===== src/rtl/vid_pkg.sv =====
// Shared definitions for the video test-pattern generator: pattern-select
// encodings, FSM state encoding, counter width and the colour-bar table.
// Colours are packed as {red, blue, green}, 8 bits each.
package vid_pkg;

    localparam int unsigned CNT_W    = 16;
    localparam int unsigned NUM_BARS = 8;

    typedef enum logic [1:0] {
        PatBars    = 2'd0,
        PatRamp    = 2'd1,
        PatChecker = 2'd2,
        PatSolid   = 2'd3
    } pattern_e;

    typedef enum logic {
        StIdle = 1'b0,
        StRun  = 1'b1
    } state_e;

    localparam logic [23:0] RGB_WHITE = 24'hFFFFFF;
    localparam logic [23:0] RGB_BLACK = 24'h000000;

    // Left to right: white, yellow, cyan, green, magenta, red, blue, black.
    localparam logic [23:0] BAR_COLOURS [NUM_BARS] = '{
        24'hFFFFFF, 24'hFF00FF, 24'h00FFFF, 24'h0000FF,
        24'hFFFF00, 24'hFF0000, 24'h00FF00, 24'h000000
    };

endpackage


===== src/rtl/vid_timing_cnt.sv =====
// Horizontal/vertical raster counters with combinational sync/de decode.
// Ports:
//   vid_clk, rst     pixel clock, synchronous active-high reset
//   advance          step the raster; when low both counters return to 0
//   h_cnt, v_cnt     current raster position
//   h_last           last pixel of a line
//   frame_last       last pixel of a frame
//   de_raw           position lies in the active area
//   hsync_raw        position lies in the hsync pulse (active high)
//   vsync_n_raw      position lies outside the vsync lines (active low)
module vid_timing_cnt import vid_pkg::*; #(
    parameter int unsigned H_ACTIVE = 640,
    parameter int unsigned H_FP     = 16,
    parameter int unsigned H_SYNC   = 96,
    parameter int unsigned H_BP     = 48,
    parameter int unsigned V_ACTIVE = 480,
    parameter int unsigned V_FP     = 10,
    parameter int unsigned V_SYNC   = 2,
    parameter int unsigned V_BP     = 33
) (
    input  logic             vid_clk,
    input  logic             rst,
    input  logic             advance,
    output logic [CNT_W-1:0] h_cnt,
    output logic [CNT_W-1:0] v_cnt,
    output logic             h_last,
    output logic             frame_last,
    output logic             de_raw,
    output logic             hsync_raw,
    output logic             vsync_n_raw
);

    localparam int unsigned H_TOTAL = H_ACTIVE + H_FP + H_SYNC + H_BP;
    localparam int unsigned V_TOTAL = V_ACTIVE + V_FP + V_SYNC + V_BP;

    localparam logic [CNT_W-1:0] H_MAX  = CNT_W'(H_TOTAL - 1);
    localparam logic [CNT_W-1:0] H_ACT  = CNT_W'(H_ACTIVE);
    localparam logic [CNT_W-1:0] HS_BEG = CNT_W'(H_ACTIVE + H_FP);
    localparam logic [CNT_W-1:0] HS_END = CNT_W'(H_ACTIVE + H_FP + H_SYNC);
    localparam logic [CNT_W-1:0] V_MAX  = CNT_W'(V_TOTAL - 1);
    localparam logic [CNT_W-1:0] V_ACT  = CNT_W'(V_ACTIVE);
    localparam logic [CNT_W-1:0] VS_BEG = CNT_W'(V_ACTIVE + V_FP);
    localparam logic [CNT_W-1:0] VS_END = CNT_W'(V_ACTIVE + V_FP + V_SYNC);

    logic [CNT_W-1:0] h_q, h_d;
    logic [CNT_W-1:0] v_q, v_d;
    logic             v_last;

    assign h_last     = (h_q == H_MAX);
    assign v_last     = (v_q == V_MAX);
    assign frame_last = h_last && v_last;

    always_comb begin
        h_d = '0;
        v_d = '0;
        if (advance) begin
            if (h_last) begin
                h_d = '0;
                v_d = v_last ? '0 : v_q + 1'b1;
            end else begin
                h_d = h_q + 1'b1;
                v_d = v_q;
            end
        end
    end

    always_ff @(posedge vid_clk) begin
        if (rst) begin
            h_q <= '0;
            v_q <= '0;
        end else begin
            h_q <= h_d;
            v_q <= v_d;
        end
    end

    assign h_cnt       = h_q;
    assign v_cnt       = v_q;
    assign de_raw      = (h_q < H_ACT) && (v_q < V_ACT);
    assign hsync_raw   = (h_q >= HS_BEG) && (h_q < HS_END);
    assign vsync_n_raw = !((v_q >= VS_BEG) && (v_q < VS_END));

endmodule


===== src/rtl/vid_pattern_gen.sv =====
// Video timing and test-pattern generator.
// Ports:
//   vid_clk, rst   pixel clock, synchronous active-high reset
//   enable         run the raster; dropping it aborts the frame
//   pattern_sel    0 bars, 1 ramp, 2 checker, 3 solid (latched per frame)
//   solid_rgb      colour for the solid pattern (latched per frame)
//   hsync          active-high line sync
//   vsync_n        active-low frame sync
//   de             active-video qualifier
//   rgb_data       pixel {red, blue, green}, zero outside active video
//   frame_cnt      number of completed frames
// All outputs are registered one cycle after the raster position they describe.
module vid_pattern_gen import vid_pkg::*; #(
    parameter int unsigned H_ACTIVE = 640,
    parameter int unsigned H_FP     = 16,
    parameter int unsigned H_SYNC   = 96,
    parameter int unsigned H_BP     = 48,
    parameter int unsigned V_ACTIVE = 480,
    parameter int unsigned V_FP     = 10,
    parameter int unsigned V_SYNC   = 2,
    parameter int unsigned V_BP     = 33
) (
    input  logic        vid_clk,
    input  logic        rst,
    input  logic        enable,
    input  logic [1:0]  pattern_sel,
    input  logic [23:0] solid_rgb,
    output logic        hsync,
    output logic        vsync_n,
    output logic        de,
    output logic [23:0] rgb_data,
    output logic [15:0] frame_cnt
);

    localparam logic [CNT_W-1:0] BAR_LAST = CNT_W'(H_ACTIVE / NUM_BARS - 1);

    state_e state_q, state_d;
    logic   run;

    logic [CNT_W-1:0] h_cnt, v_cnt;
    logic             h_last, frame_last;
    logic             de_raw, hsync_raw, vsync_n_raw;

    logic             frame_start, sample;
    pattern_e         pat_q, pat_cur;
    logic [23:0]      solid_q, solid_cur;
    logic [CNT_W-1:0] bar_px_q, bar_px_d;
    logic [2:0]       bar_idx_q, bar_idx_d;
    logic [23:0]      pix;

    // Raster advances only while running with enable still high; a low enable
    // in RUN aborts the frame immediately.
    assign run = (state_q == StRun) && enable;

    always_comb begin
        state_d = state_q;
        unique case (state_q)
            StIdle: if (enable)  state_d = StRun;
            StRun:  if (!enable) state_d = StIdle;
        endcase
    end

    always_ff @(posedge vid_clk) begin
        if (rst) state_q <= StIdle;
        else     state_q <= state_d;
    end

    vid_timing_cnt #(
        .H_ACTIVE (H_ACTIVE),
        .H_FP     (H_FP),
        .H_SYNC   (H_SYNC),
        .H_BP     (H_BP),
        .V_ACTIVE (V_ACTIVE),
        .V_FP     (V_FP),
        .V_SYNC   (V_SYNC),
        .V_BP     (V_BP)
    ) u_timing (
        .vid_clk     (vid_clk),
        .rst         (rst),
        .advance     (run),
        .h_cnt       (h_cnt),
        .v_cnt       (v_cnt),
        .h_last      (h_last),
        .frame_last  (frame_last),
        .de_raw      (de_raw),
        .hsync_raw   (hsync_raw),
        .vsync_n_raw (vsync_n_raw)
    );

    // Pattern inputs are captured at frame start and on entry to RUN. Pixel
    // (0,0) uses the live inputs so the whole frame sees the same selection.
    assign frame_start = run && (h_cnt == '0) && (v_cnt == '0);
    assign sample      = frame_start || ((state_q == StIdle) && enable);
    assign pat_cur     = frame_start ? pattern_e'(pattern_sel) : pat_q;
    assign solid_cur   = frame_start ? solid_rgb : solid_q;

    always_ff @(posedge vid_clk) begin
        if (rst) begin
            pat_q   <= PatBars;
            solid_q <= '0;
        end else if (sample) begin
            pat_q   <= pattern_e'(pattern_sel);
            solid_q <= solid_rgb;
        end
    end

    // Bar position tracks h_cnt: both are 0 at line start and step together.
    always_comb begin
        bar_px_d  = '0;
        bar_idx_d = '0;
        if (run && !h_last) begin
            if (bar_px_q == BAR_LAST) begin
                bar_px_d  = '0;
                bar_idx_d = bar_idx_q + 3'd1;
            end else begin
                bar_px_d  = bar_px_q + 1'b1;
                bar_idx_d = bar_idx_q;
            end
        end
    end

    always_ff @(posedge vid_clk) begin
        if (rst) begin
            bar_px_q  <= '0;
            bar_idx_q <= '0;
        end else begin
            bar_px_q  <= bar_px_d;
            bar_idx_q <= bar_idx_d;
        end
    end

    always_comb begin
        pix = RGB_BLACK;
        unique case (pat_cur)
            PatBars:    pix = BAR_COLOURS[bar_idx_q];
            PatRamp:    pix = {3{h_cnt[7:0]}};
            PatChecker: pix = (h_cnt[5] ^ v_cnt[5]) ? RGB_WHITE : RGB_BLACK;
            PatSolid:   pix = solid_cur;
        endcase
    end

    always_ff @(posedge vid_clk) begin
        if (rst || !run) begin
            hsync    <= 1'b0;
            vsync_n  <= 1'b1;
            de       <= 1'b0;
            rgb_data <= '0;
        end else begin
            hsync    <= hsync_raw;
            vsync_n  <= vsync_n_raw;
            de       <= de_raw;
            rgb_data <= de_raw ? pix : '0;
        end
    end

    always_ff @(posedge vid_clk) begin
        if (rst)                    frame_cnt <= '0;
        else if (run && frame_last) frame_cnt <= frame_cnt + 16'd1;
    end

endmodule


===== config.mk =====
export PLATFORM = sky130hd
export DESIGN_NAME = vid_pattern_gen
export DESIGN_NICKNAME = d
export VERILOG_FILES = /design/src/rtl/vid_pkg.sv /design/src/rtl/vid_timing_cnt.sv /design/src/rtl/vid_pattern_gen.sv
export SDC_FILE = /design/constraint.sdc
export NUM_CORES = 1
export LEC_CHECK = 0
export BUFFER_PORTS_ARGS = -buffer_cell sky130_fd_sc_hd__buf_2
export CAP_MARGIN = 40
export CORE_MARGIN = 5
export CORE_UTILIZATION = 33
export CTS_CLUSTER_SIZE = 30
export DETAILED_ROUTE_END_ITERATION = 8
export SLEW_MARGIN = 20
export SYNTH_ARGS = -nofsm -noshare
export SYNTH_HDL_FRONTEND = slang
export SYNTH_SLANG_ARGS = --single-unit

===== constraint.sdc =====
create_clock -name vid_clk -period 2.75 [get_ports vid_clk]
set_input_delay 0.4125 -clock vid_clk [delete_from_list [all_inputs] [get_ports vid_clk]]
set_output_delay 0.4125 -clock vid_clk [all_outputs]
set_load 0.05 [all_outputs]

==> qor.yml <==
status:
  status: "finished, final reports clean"
pwr:
  fin_total_pwr_mw: 4.59
  pwr-share-seq_pct: 39.6
  p_switching_mw: 1.01
  p_comb_share_pct: 6.2
  clkPwrFrac_pct: 54.3
  internal-power_mw: 3.58
  p_leak_nw: 2.96
  switching_share_pct: 22.0
  powerDensity_nw_per_um2: 662
  peakVddDrop_uv: 443
clocking:
  clock-sinks: 121
  cts_hold_buf: 0
  cts_resized: 0
  cts_max_path_buffers: 2
  clk_pin_slew_ns: 0.06
  clk-insertion-delay-late_ns: 0.41
  cts_buffers: 17
  cts_root_buffer: "clkbuf_16"
  cts_max_level: 4
  cts_tree: "built"
  postCtsSetupRepairBufs: 0
synthesis:
  yosys.cell_types.count: 40
  synth_top_area_share_pct: 43.3
  synth-seq-cells: 121
  synth_common_cells: "dfxtp_1 (121), nor2_1 (104), a21oi_1 (56)"
  ys_seq_area_share_pct: 43.3
  synth_enable_flop_cells: 0
  synth-main-ff-cell: "dfxtp_1"
  syn_nets: 686
  avgSynthCellArea_sq_um: 8.61
  syn-cell-area_sq_um: 5600
  ys_warn_count: 0
  yosysMostFrequentCell: "dfxtp_1"
  async_flop_share_pct: 0
  synth_area_leaders: "dfxtp_1 (43%), nor2_1 (7.0%), xor2_1 (5.5%)"
  synth.largest_area_cell: "dfxtp_1"
  syn_inst: 650
setup_path:
  cp_slowest_cell: "or4_4"
  cp-startpoint: "u_timing.h_cnt[11]"
  worstPathCellList: "nor4_4, nand3_2, or4_4, or2_1, or3_1, a21oi_1"
  slowest_delay_ns: 0.61
  r2r_cells: 6
  endpoint: "frame_cnt[15]"
  worstReg2RegStart: "u_timing.h_cnt[11]"
  arrival_ns: 2.78
  rrSetupSlack_ns: 0.30
  critical_path_class: "flip-flop to flip-flop"
  crit_path_end_kind: "flip-flop"
  r2r_end: "frame_cnt[15]"
  worstPathRequired_ns: 3.09
  startpoint_type: "flip-flop"
  path_max_fanout: 9
placed_design:
  port-buffer-count: 71
  routabilityCongestion: 0.784
  dp_hpwl_microns: 9730
floorplan:
  fp-row-count: 47
  dieHeight_microns: 140
  coreArea_sq_um: 16600
  io_pins: 72
  start_util_pct: 33.6
  die-area_sq_um: 19700
  die_w_microns: 140
final_layout:
  fillCellCount: 1632
  final_nets: 758
  n_antenna_cell: 0
  drive_gt1_share_pct: 18.2
  syn_to_final_growth_pct: 23.8
routing:
  wirelength_microns: 14300
  routedWlPerCell_microns: 15.0
  vias_per_cell: 5.02
  route.detailed.drc: 0
  drtIter0Drc: 274
  via_count: 4798
  first_pass_iters: 7
  ant_nets: 0
sta:
  timing.setup.tns_ns: 0
  fin_crit_sh_pct: 89.0
  slew_headroom_pct: 48.5
  setup_viol: 0
  skew_ns: 0.00905
  rsz0062_at_grt: "no"
  final_hold_viol_count: 0
  drv_slew: 0
  worst_pin_slew_ns: 0.768
  fmax_ghz: 0.409
  finalCriticalPeriod_ns: 2.45
flow_run:
  max-cap-violations: 0
global_routing:
  antenna_found_initial: 0
  gr-total-overflow: 0
  grt_pass1_vias: 4451
  grt_max_degree: 49
  grt_pass1_wl_microns: 23300
  track_usage_pct: 14.6
worst_hold_path:
  whs_path_depth: 2
  min_from: "enable"
  min_path_type: "primary input to flip-flop"
[routing by layer]
| metal | up-vias | share of wire, % | global-route usage (%) |
|---|---|---|---|
| met5 | - | 0 | 0 |
| met4 | 0 | 1.4 | 4.08 |
| met3 | 20 | 6.2 | 4.87 |
| met2 | 133 | 43 | 21.0 |
| met1 | 2238 | 49 | 20.8 |
| li1 | 2407 | - | - |
[critical path, delay by kind of cell, from the launching register on]
kind	cells	cell delay [ns]
DFF	1	0.36
and+or+nand+nor	5	1.88
AOI/OAI and AO/OA	1	0.13
[kinds of logic (layout without fill, tap and decap cells)]
logic type	Yosys count	after routing	share of synthesized area [%]
flops	121	121	43.3
fa+ha+maj	7	7	1.56
buf+inv	57	142	4.31
xor+xnor	55	55	8.61
simple gates	244	244	21.6
mux	28	28	5.01
compound gates	138	138	15.7
[power by group through the flow]
stage	logic [mW]	clock network (mW)	registers, mW
6_report	0.283	2.49	1.82
3_5_place_dp	0.282	0	1.85
4_1_cts	0.283	2.52	1.82
3_3_place_gp	0.280	0	1.85
2_1_floorplan	0.156	0	1.88
5_1_grt	0.306	2.62	1.82
[placed cells by master (no fill, tap or decap), types with 2 or more instances in the layout]
| master | count |
|---|---|
| a21o_1 | 25 |
| a21oi_1 | 56 |
| a22oi_1 | 24 |
| and2_1 | 6 |
| and3_1 | 14 |
| and4_1 | 2 |
| buf_12 | 2 |
| buf_2 | 71 |
| buf_4 | 23 |
| bufinv_16 | 5 |
| clkbuf_1 | 2 |
| clkbuf_16 | 17 |
| clkbuf_8 | 3 |
| clkinv_4 | 2 |
| dfxtp_1 | 121 |
| ha_1 | 7 |
| inv_1 | 14 |
| mux2i_1 | 28 |
| nand2_1 | 27 |
| nand3_1 | 24 |
| nand3b_1 | 3 |
| nand4_1 | 20 |
| nor2_1 | 104 |
| nor2b_1 | 10 |
| nor3_1 | 7 |
| nor4_1 | 9 |
| nor4_4 | 2 |
| o21a_1 | 24 |
| o21ai_0 | 5 |
| o21ai_1 | 3 |
| or2_2 | 2 |
| or3_1 | 6 |
| xnor2_1 | 20 |
| xor2_1 | 35 |
[per-stage QoR]
step / cells / hold WS, ns / cell area (sq um) / setup slack [ns] / utilization [%]
2_1_floorplan: 650 / 0.426 / 5600 / 0.239 / -
5_1_grt: 955 / 0.245 / 6930 / 0.162 / 41.6
6_report: 955 / 0.253 / 6930 / 0.303 / 41.6
3_3_place_gp: 923 / 0.443 / 6270 / 0.334 / 37.7
4_1_cts: 955 / 0.238 / 6930 / 0.308 / 41.6
3_5_place_dp: 923 / 0.477 / 6270 / 0.318 / 37.7
[layout make-up]
type / instances / area, sq um / area share (%)
clock buffers: 22 / 474 / 6.84
clock inverters: 10 / 189 / 2.73
inverters: 14 / 52.6 / 0.758
multi-input cells: 472 / 2950 / 42.6
flip-flops and latches: 121 / 2420 / 35.0
well taps: 220 / 275 / 3.97
repair buffers: 96 / 568 / 8.20
[state kept, by name, summed over array words and instances, names as in the netlist]
name and count:
vsync_n 1, pat_q 2, de 1, hsync 1, bar_idx_q 3, state_q 1
frame_cnt 16, solid_q 24, bar_px_q 16, u_timing.v_cnt 16, rgb_data 24, u_timing.h_cnt 16
[how the worst min path moves through the flow]
stage               endpoint  slack (ns)
6_report             state_q        0.25
5_1_grt           solid_q[5]        0.24
4_1_cts              state_q        0.24
3_3_place_gp     bar_px_q[0]        0.44
3_5_place_dp   frame_cnt[15]        0.48
2_1_floorplan    bar_px_q[0]        0.43
Note: power is estimated with default switching activity, not from simulation.
